## config.mk

```make
export PLATFORM = sky130hd
export DESIGN_NAME = ld_cell_a2d_intf
export DESIGN_NICKNAME = d
export VERILOG_FILES = /design/src/rtl/a2d_pkg.sv /design/src/rtl/spi_mnrch.sv /design/src/rtl/ld_cell_a2d_intf.sv
export SDC_FILE = /design/constraint.sdc
export NUM_CORES = 1
export LEC_CHECK = 0
export CAP_MARGIN = 30
export CORE_ASPECT_RATIO = 0.75
export CORE_UTILIZATION = 25
export DETAILED_ROUTE_END_ITERATION = 12
export GPL_ROUTABILITY_DRIVEN = 0
export PLACE_DENSITY = 0.55
export REMOVE_ABC_BUFFERS = 1
export SYNTH_ARGS = -nofsm -noshare
export SYNTH_HDL_FRONTEND = slang
export SYNTH_SLANG_ARGS = --single-unit
```

## constraint.sdc

```tcl
create_clock -name clk -period 2.25 [get_ports clk]
set_input_delay 0.45 -clock clk [delete_from_list [all_inputs] [get_ports clk]]
set_output_delay 0.45 -clock clk [all_outputs]
set_load 0.03 [all_outputs]
```

## src/rtl/a2d_pkg.sv

```systemverilog
// +--------------------------------------------------------------------+
// | a2d_pkg : shared types, channel map and helpers for the A2D front   |
// | end (ld_cell_a2d_intf).                  Rev 1.0 - initial release  |
// +--------------------------------------------------------------------+
`default_nettype none

package a2d_pkg;

   typedef enum logic [2:0] {IDLE, CMD, GAP, READ, UPDATE} a2d_state_t;
   typedef enum logic [1:0] {RR_LFT, RR_RGHT, RR_STEER, RR_BATT} rr_ch_t;

   localparam int         DEF_SCLK_DIV_W = 5;
   localparam logic [2:0] DEF_CH_LFT     = 3'd0;
   localparam logic [2:0] DEF_CH_RGHT    = 3'd4;
   localparam logic [2:0] DEF_CH_STEER   = 3'd5;
   localparam logic [2:0] DEF_CH_BATT    = 3'd6;

   function automatic rr_ch_t rr_next(input rr_ch_t cur);
      case (cur)
         RR_LFT:   return RR_RGHT;
         RR_RGHT:  return RR_STEER;
         RR_STEER: return RR_BATT;
         default:  return RR_LFT;
      endcase
   endfunction

   function automatic logic [15:0] a2d_cmd(input logic [2:0] ch);
      return {2'b00, ch, 11'h000};
   endfunction

   // 13-bit sum keeps the carry so the truncated mean never wraps
   function automatic logic [11:0] avg12(input logic [11:0] a, input logic [11:0] b);
      logic [12:0] sum;
      sum = {1'b0, a} + {1'b0, b};
      return sum[12:1];
   endfunction

endpackage

`default_nettype wire

```

## src/rtl/spi_mnrch.sv

```systemverilog
// +--------------------------------------------------------------------+
// | spi_mnrch : 16-bit SPI master, SCLK idles high, MOSI changes on     |
// | SCLK fall, MISO sampled on SCLK rise.    Rev 1.0 - initial release  |
// +--------------------------------------------------------------------+
`default_nettype none

module spi_mnrch #(
   parameter int SCLK_DIV_W = 5
) (
   input  logic        clk,
   input  logic        rst_n,
   input  logic        wrt,
   input  logic [15:0] wt_data,
   input  logic        MISO,
   output logic        done,
   output logic [15:0] rd_data,
   output logic        SS_n,
   output logic        SCLK,
   output logic        MOSI
);

   // Loading 2**W-8 places the first SCLK fall 8 clocks after SS_n drops
   localparam logic [SCLK_DIV_W-1:0] DIV_LOAD = SCLK_DIV_W'(2**SCLK_DIV_W - 8);
   localparam logic [SCLK_DIV_W-1:0] DIV_RISE = {1'b0, {(SCLK_DIV_W-1){1'b1}}};
   localparam logic [SCLK_DIV_W-1:0] DIV_FALL = '1;

   logic [SCLK_DIV_W-1:0] div;
   logic [15:0]           shreg;
   logic [4:0]            rise_cnt;
   logic                  miso_smpl;
   logic                  active;
   logic                  end_pend;

   always_ff @(posedge clk) begin
      if (!rst_n) begin
         active    <= 1'b0;
         SS_n      <= 1'b1;
         div       <= '0;
         shreg     <= '0;
         rise_cnt  <= '0;
         miso_smpl <= 1'b0;
         end_pend  <= 1'b0;
         done      <= 1'b0;
      end else begin
         done     <= end_pend;
         end_pend <= 1'b0;
         if (wrt) begin
            active   <= 1'b1;
            SS_n     <= 1'b0;
            div      <= DIV_LOAD;
            shreg    <= wt_data;
            rise_cnt <= '0;
         end else if (active) begin
            div <= div + SCLK_DIV_W'(1);
            if (div == DIV_RISE) begin
               miso_smpl <= MISO;
               rise_cnt  <= rise_cnt + 5'd1;
            end
            // The 17th fall position never toggles SCLK: it closes the frame
            if (div == DIV_FALL) begin
               if (rise_cnt == 5'd16) begin
                  shreg    <= {shreg[14:0], miso_smpl};
                  active   <= 1'b0;
                  SS_n     <= 1'b1;
                  end_pend <= 1'b1;
               end else if (rise_cnt != 5'd0) begin
                  shreg <= {shreg[14:0], miso_smpl};
               end
            end
         end
      end
   end

   assign SCLK    = active ? div[SCLK_DIV_W-1] : 1'b1;
   assign MOSI    = active ? shreg[15] : 1'b0;
   assign rd_data = shreg;

endmodule

`default_nettype wire

```

## src/rtl/ld_cell_a2d_intf.sv

```systemverilog
// +--------------------------------------------------------------------+
// | ld_cell_a2d_intf : round-robin A2D sequencer for load cells, steer  |
// | pot and battery. Option: `LD_AVG_EN.     Rev 1.0 - initial release  |
// +--------------------------------------------------------------------+
`default_nettype none

module ld_cell_a2d_intf
   import a2d_pkg::*;
#(
   parameter int         SCLK_DIV_W = DEF_SCLK_DIV_W,
   parameter logic [2:0] CH_LFT     = DEF_CH_LFT,
   parameter logic [2:0] CH_RGHT    = DEF_CH_RGHT,
   parameter logic [2:0] CH_STEER   = DEF_CH_STEER,
   parameter logic [2:0] CH_BATT    = DEF_CH_BATT
) (
   input  logic        clk,
   input  logic        rst_n,
   input  logic        nxt,
   input  logic        MISO,
   output logic        SS_n,
   output logic        SCLK,
   output logic        MOSI,
   output logic [11:0] lft_ld,
   output logic [11:0] rght_ld,
   output logic [11:0] steer_pot,
   output logic [11:0] batt,
   output logic        cnv_cmplt
);

   a2d_state_t  state, state_nx;
   rr_ch_t      rr;
   logic [2:0]  ch;
   logic        wrt;
   logic        done;
   logic [15:0] rd_data;
   logic [11:0] sample;
   logic        unused_rd_hi;

   spi_mnrch #(.SCLK_DIV_W(SCLK_DIV_W)) u_spi (
      .clk     (clk),
      .rst_n   (rst_n),
      .wrt     (wrt),
      .wt_data (a2d_cmd(ch)),
      .MISO    (MISO),
      .done    (done),
      .rd_data (rd_data),
      .SS_n    (SS_n),
      .SCLK    (SCLK),
      .MOSI    (MOSI)
   );

   assign sample       = rd_data[11:0];
   assign unused_rd_hi = &{1'b0, rd_data[15:12]};

   always_comb begin
      ch = CH_LFT;
      case (rr)
         RR_RGHT:  ch = CH_RGHT;
         RR_STEER: ch = CH_STEER;
         RR_BATT:  ch = CH_BATT;
         default:  ch = CH_LFT;
      endcase
   end

   always_ff @(posedge clk) begin
      if (!rst_n) state <= IDLE;
      else        state <= state_nx;
   end

   // The first frame only loads the channel address; its reply is discarded
   always_comb begin
      state_nx = state;
      wrt      = 1'b0;
      case (state)
         IDLE:   if (nxt) begin wrt = 1'b1; state_nx = CMD; end
         CMD:    if (done) state_nx = GAP;
         GAP:    begin wrt = 1'b1; state_nx = READ; end
         READ:   if (done) state_nx = UPDATE;
         UPDATE: state_nx = IDLE;
         default: state_nx = IDLE;
      endcase
   end

   assign cnv_cmplt = (state == UPDATE);

`ifdef LD_AVG_EN
   logic [11:0] lft_prev, rght_prev;
`endif

   always_ff @(posedge clk) begin
      if (!rst_n) begin
         lft_ld    <= '0;
         rght_ld   <= '0;
         steer_pot <= '0;
         batt      <= '0;
         rr        <= RR_LFT;
`ifdef LD_AVG_EN
         lft_prev  <= '0;
         rght_prev <= '0;
`endif
      end else begin
         if (state == READ && done) begin
            case (rr)
`ifdef LD_AVG_EN
               RR_LFT:   begin lft_ld  <= avg12(sample, lft_prev);  lft_prev  <= sample; end
               RR_RGHT:  begin rght_ld <= avg12(sample, rght_prev); rght_prev <= sample; end
`else
               RR_LFT:   lft_ld  <= sample;
               RR_RGHT:  rght_ld <= sample;
`endif
               RR_STEER: steer_pot <= sample;
               default:  batt      <= sample;
            endcase
         end
         if (state == UPDATE) rr <= rr_next(rr);
      end
   end

endmodule

`default_nettype wire

```

# ---- Yosys cells after proc, flatten, opt, wreduce, memory -nomap -nowiden
# Index checks and enable logic that the tools add are counted.
dict set report word_totals {
  rom_bits 0
  reg_bits 84
  memories 0
  ram_bits 0
  word_cells 84
  latch_bits 0
}
dict set report op_classes {
  shift 0
  multipliers 0
  n_mux 26
  bitwise_logic 5
  n_addsub 2
  n_reduce_logical 22
  eq_ne 13
  order_cmp 0
  div_mod_pow 0
}
# op count
set ops {}
lappend ops {{$mux 14} 3}
lappend ops {{$mux 16} 2}
lappend ops {{$reduce_and 3->1} 5}
lappend ops {{$mux 1} 12}
lappend ops {{$pmux 3 s4} 1}
lappend ops {{$add 5x1->5 const B} 2}
lappend ops {{$eq 5x5->1 const B} 2}
lappend ops {{$mux 5} 2}
lappend ops {{$reduce_and 2->1} 5}
lappend ops {{$mux 3} 3}
lappend ops {{$pmux 3 s3} 1}
lappend ops {{$reduce_bool 2->1} 4}
lappend ops {{$eq 3x2->1 const B} 2}
lappend ops {{$pmux 2 s3} 1}
lappend ops {{$eq 5x4->1 const B} 1}
lappend ops {{$not 1->1} 5}
lappend ops {{$reduce_bool 5->1} 1}
lappend ops {{$eq 2x2->1 const B} 2}
lappend ops {{$ne 2x1->1 const B} 2}
lappend ops {{$reduce_or 4->1} 1}
lappend ops {{$eq 3x1->1 const B} 1}
lappend ops {{$eq 3x3->1 const B} 1}
lappend ops {{$logic_not 3->1} 1}
lappend ops {{$reduce_bool 3->1} 1}
lappend ops {{other kinds (7)} 7}

# ---- Depth between registers and ports, before layout
dict set report depth {
  word_depth 6
  mapped_depth 8
  depth_no_buf 7
}

# ---- Cells and area by module
# From an unflattened synthesis, not the netlist that was laid out.
dict set report unflattened {
  hier_cells 368
  area_unflattened_um2 3457.1
}
# module seq_area_each_um2 cells_each instances area_each_um2
set by_module_without_submodules {}
lappend by_module_without_submodules {ld_cell_a2d_intf 1061.0 201 1 2064.5}
lappend by_module_without_submodules {spi_mnrch 620.6 167 1 1392.6}

# ---- Worst setup path after synthesis
# Ideal clock, no wire load.
dict set report synth_path {
  path_kind {register to output}
  start {reg state[2]}
  end {out cnv_cmplt}
  setup_slack_ps 499
  arrival_time_ps 1301
  stages_incl_launch_ff 2
  n_path_buf 0
  path_cell_list {dfxtp_1 -> nor3b_1}
}
dict set report synth_via {
  elab_chain_len 1
}
# element line_no
set synth_lines {}
lappend synth_lines {{start: declaration} ld_cell_a2d_intf.sv:30} ;# a2d_state_t state, state_nx;
lappend synth_lines {{start signal: assignment} ld_cell_a2d_intf.sv:67} ;# else state <= state_nx;
lappend synth_lines {{$eq 3x3->1} ld_cell_a2d_intf.sv:84} ;# assign cnv_cmplt = (state == UPDATE);
lappend synth_lines {{end: declaration} ld_cell_a2d_intf.sv:27} ;# output logic cnv_cmplt
# No other way between the ends.

# ---- Worst setup path in the final report
# Ends and elaborated chain as after synthesis.

==> results.json <==
{
  "status": "finished clean",
  "fin_cells": 613,
  "dp_cells": 597,
  "wl_per_cell_um": 13.53,
  "place_hpwl_mm": 5.685,
  "drc": 0,
  "syn-mean-instance-area_sq_um": 8.300,
  "min_path_type": "reg -> reg",
  "crit_slowest_cell": "clkdlybuf4s50_1",
  "clockBufferDepth": 2,
  "yosysUniqueCellTypes": 33,
  "dieWidth_um": 133.9,
  "first_global_vias": 2661,
  "finalSetupTns_ns": 0,
  "drt_iter0_drc": 246,
  "seq_area_sq_um": 1682,
  "setup_violations": 0,
  "post-route-period-util": 0.9539,
  "cpPeakStageDelay_ns": 0.72,
  "synth_seq_cells": 84,
  "die_h_um": 100.9,
  "tightest_slew_ns": 0.4999,
  "die-area_sq_um": 13510,
  "synth_edf_count": 0,
  "synthCells": 393,
  "vdd_ir_drop_max_uv": 406.1,
  "rows": 35,
  "clock.fmax_mhz": 465.9,
  "maxCapViolations": 0,
  "clk_pin_slew_worst_paths_ns": 0.06,
  "ys_seq_area_frac": 0.5155,
  "p_leak_nw": 1.422,
  "clkSinkCount": 84,
  "holdBufCountCts": 0,
  "cp_top_family": "buffers and inverters",
  "startpoint_type": "register",
  "final_nets": 457,
  "multi_input_area_sq_um": 1429,
  "grt_max_degree": 54,
  "rsz0062_at_grt": "no",
  "final-hold-violation-count": 0,
  "syn_area_sq_um": 3262,
  "dr.pass1.iters": 4,
  "yosys_warnings": 0,
  "via_per_inst": 4.639,
  "utilization": 0.3438,
  "cts_tree": "yes",
  "critPathArrivalTime_ns": 1.70,
  "crit_buf_inv": 1,
  "fin_worst_skew_ns": 0.01112,
  "drive_gt1_frac": 0.07606,
  "num_io_pins": 56,
  "post_cts_buffers": 0,
  "power.density_nw_per_um2": 725.9,
  "hold_slack_ns": 0.4460,
  "numCtsBuffers": 9,
  "grt_antenna_before_repair": 0,
  "clk_latency_ns": 0.34,
  "min_period_ns": 2.146,
  "grt_overflow": 0,
  "ctsRootBufferMaster": "clkbuf_16",
  "cts_resized": 0,
  "worstPathRequired_ns": 1.80,
  "r2r_slack_ns": 0.49,
  "worstPathMaxFanout": 5,
  "h-tree-depth": 3,
  "drt-total-wl_mm": 8.293,
  "grt_first_pass_wirelength_mm": 13.41,
  "async_reset_ff_frac": 0,
  "worstPathCellList": "nor3b_1, clkdlybuf4s50_1",
  "dr_total_vias": 2844,
  "initial_core_util": 0.2614,
  "synthFlopType": "dfxtp_1",
  "ant_nets": 0,
  "path_class": "reg -> out",
  "io_buffers": 55,
  "drv_slew": 0,
  "critPathCaptureType": "output pin",
  "diodes": 0,
  "fp.coreArea_sq_um": 12480,
  "slew_headroom": 0.6667,
  "grt_usage": 0.1285,
  "area_growth_pct": 31.53,
  "fill_cells": 1296
}
[layout make-up]
class | count | share of cell area
clock inverter | 7 | 0.01925
clock buffer | 9 | 0.05249
tap | 166 | 0.04841
timing repair buffer | 65 | 0.1487
multi-input combinational | 275 | 0.3330
inverter | 7 | 0.006124
sequential | 84 | 0.3920
[power by group]
group	internal, mW	switching (mW)	leakage (nW)	total [mW]
registers	1.50	0.0129	0.678	1.51
clock network	0.879	0.626	0.150	1.50
logic	0.0349	0.0615	0.593	0.0964
total	2.41	0.700	1.42	3.11
[cell usage in the layout, fill, tap and decap left out, types with 2 or more instances in the layout]
| cell type | synthesis | routed |
|---|---|---|
| dfxtp_1 | 84 | 84 |
| nand4_1 | 3 | 3 |
| nand2_2 | 2 | 2 |
| nor2_1 | 14 | 14 |
| inv_1 | 7 | 7 |
| nand2_1 | 91 | 91 |
| xor2_1 | 6 | 6 |
| inv_8 | 0 | 2 |
| and2_1 | 4 | 4 |
| a21oi_1 | 68 | 68 |
| buf_4 | 1 | 9 |
| nor3_1 | 2 | 2 |
| nand3_1 | 50 | 50 |
| a21oi_2 | 2 | 2 |
| o21ai_0 | 5 | 5 |
| ha_1 | 11 | 11 |
| clkbuf_16 | 0 | 9 |
| clkdlybuf4s50_1 | 0 | 55 |
| a31oi_1 | 2 | 2 |
| nor3b_1 | 2 | 2 |
| xnor2_1 | 2 | 2 |
[cells by family after synthesis]
group                      after synthesis  share of synthesized area
and+or+nand+nor                        174                     0.2409
adders and majority gates               11                    0.04219
muxes                                    1                   0.003069
xor gates and xnor gates                 8                    0.02148
AOI/OAI and AO/OA                       81                     0.1304
DFF                                     84                     0.5155
buffers and inverters                   34                    0.04641
[flip-flops by register name (all words and copies together), names as in the netlist, 2 cells and up]
name / flops
u_spi.rd_data: 16
batt: 12
lft_ld: 12
rght_ld: 12
steer_pot: 12
u_spi.div: 5
u_spi.rise_cnt: 5
state: 3
rr: 2
[Yosys cell counts, types with 2 or more instances]
cell type | number | area (sq um)
nand2_1 | 91 | 341.6
dfxtp_1 | 84 | 1682
a21oi_1 | 68 | 340.3
nand3_1 | 50 | 250.2
clkbuf_1 | 19 | 71.32
nor2_1 | 14 | 52.55
ha_1 | 11 | 137.6
inv_1 | 7 | 26.28
xor2_1 | 6 | 52.55
o21ai_0 | 5 | 25.02
and2_1 | 4 | 25.02
buf_2 | 4 | 20.02
nand4_1 | 3 | 18.77
a21oi_2 | 2 | 17.52
a31oi_1 | 2 | 12.51
buf_6 | 2 | 22.52
nand2_2 | 2 | 12.51
nor3_1 | 2 | 10.01
nor3b_1 | 2 | 15.01
xnor2_1 | 2 | 17.52
[per-layer routing]
layer  global-route usage  share of wire
met4              0.04545          0.012
met1               0.1734           0.49
met5                    0              0
met2               0.1997           0.43
met3              0.03067          0.061
[worst paths after layout]
path,startpoint,to,depth (start not counted)
worst max-delay path,state[2],cnv_cmplt,2
worst min-delay path,u_spi.end_pend,u_spi.done,1
worst max register to register,u_spi.div[0],u_spi.rd_data[13],6
worst min register to register,u_spi.end_pend,u_spi.done,1
[per-stage QoR]
| stage | setup WS (ns) | area [sq um] | power, mW |
|---|---|---|---|
| 4_1_cts | 0.1071 | 4290 | 3.142 |
| 6_report | 0.1038 | 4290 | 3.114 |
| 3_5_place_dp | 0.4696 | 3983 | 1.644 |
| 5_1_grt | 0.03026 | 4290 | 3.210 |
| 3_3_place_gp | 0.4846 | 3983 | 1.641 |
| 2_1_floorplan | 0.01142 | 3137 | 1.598 |
(Power assumes the default switching activity.)
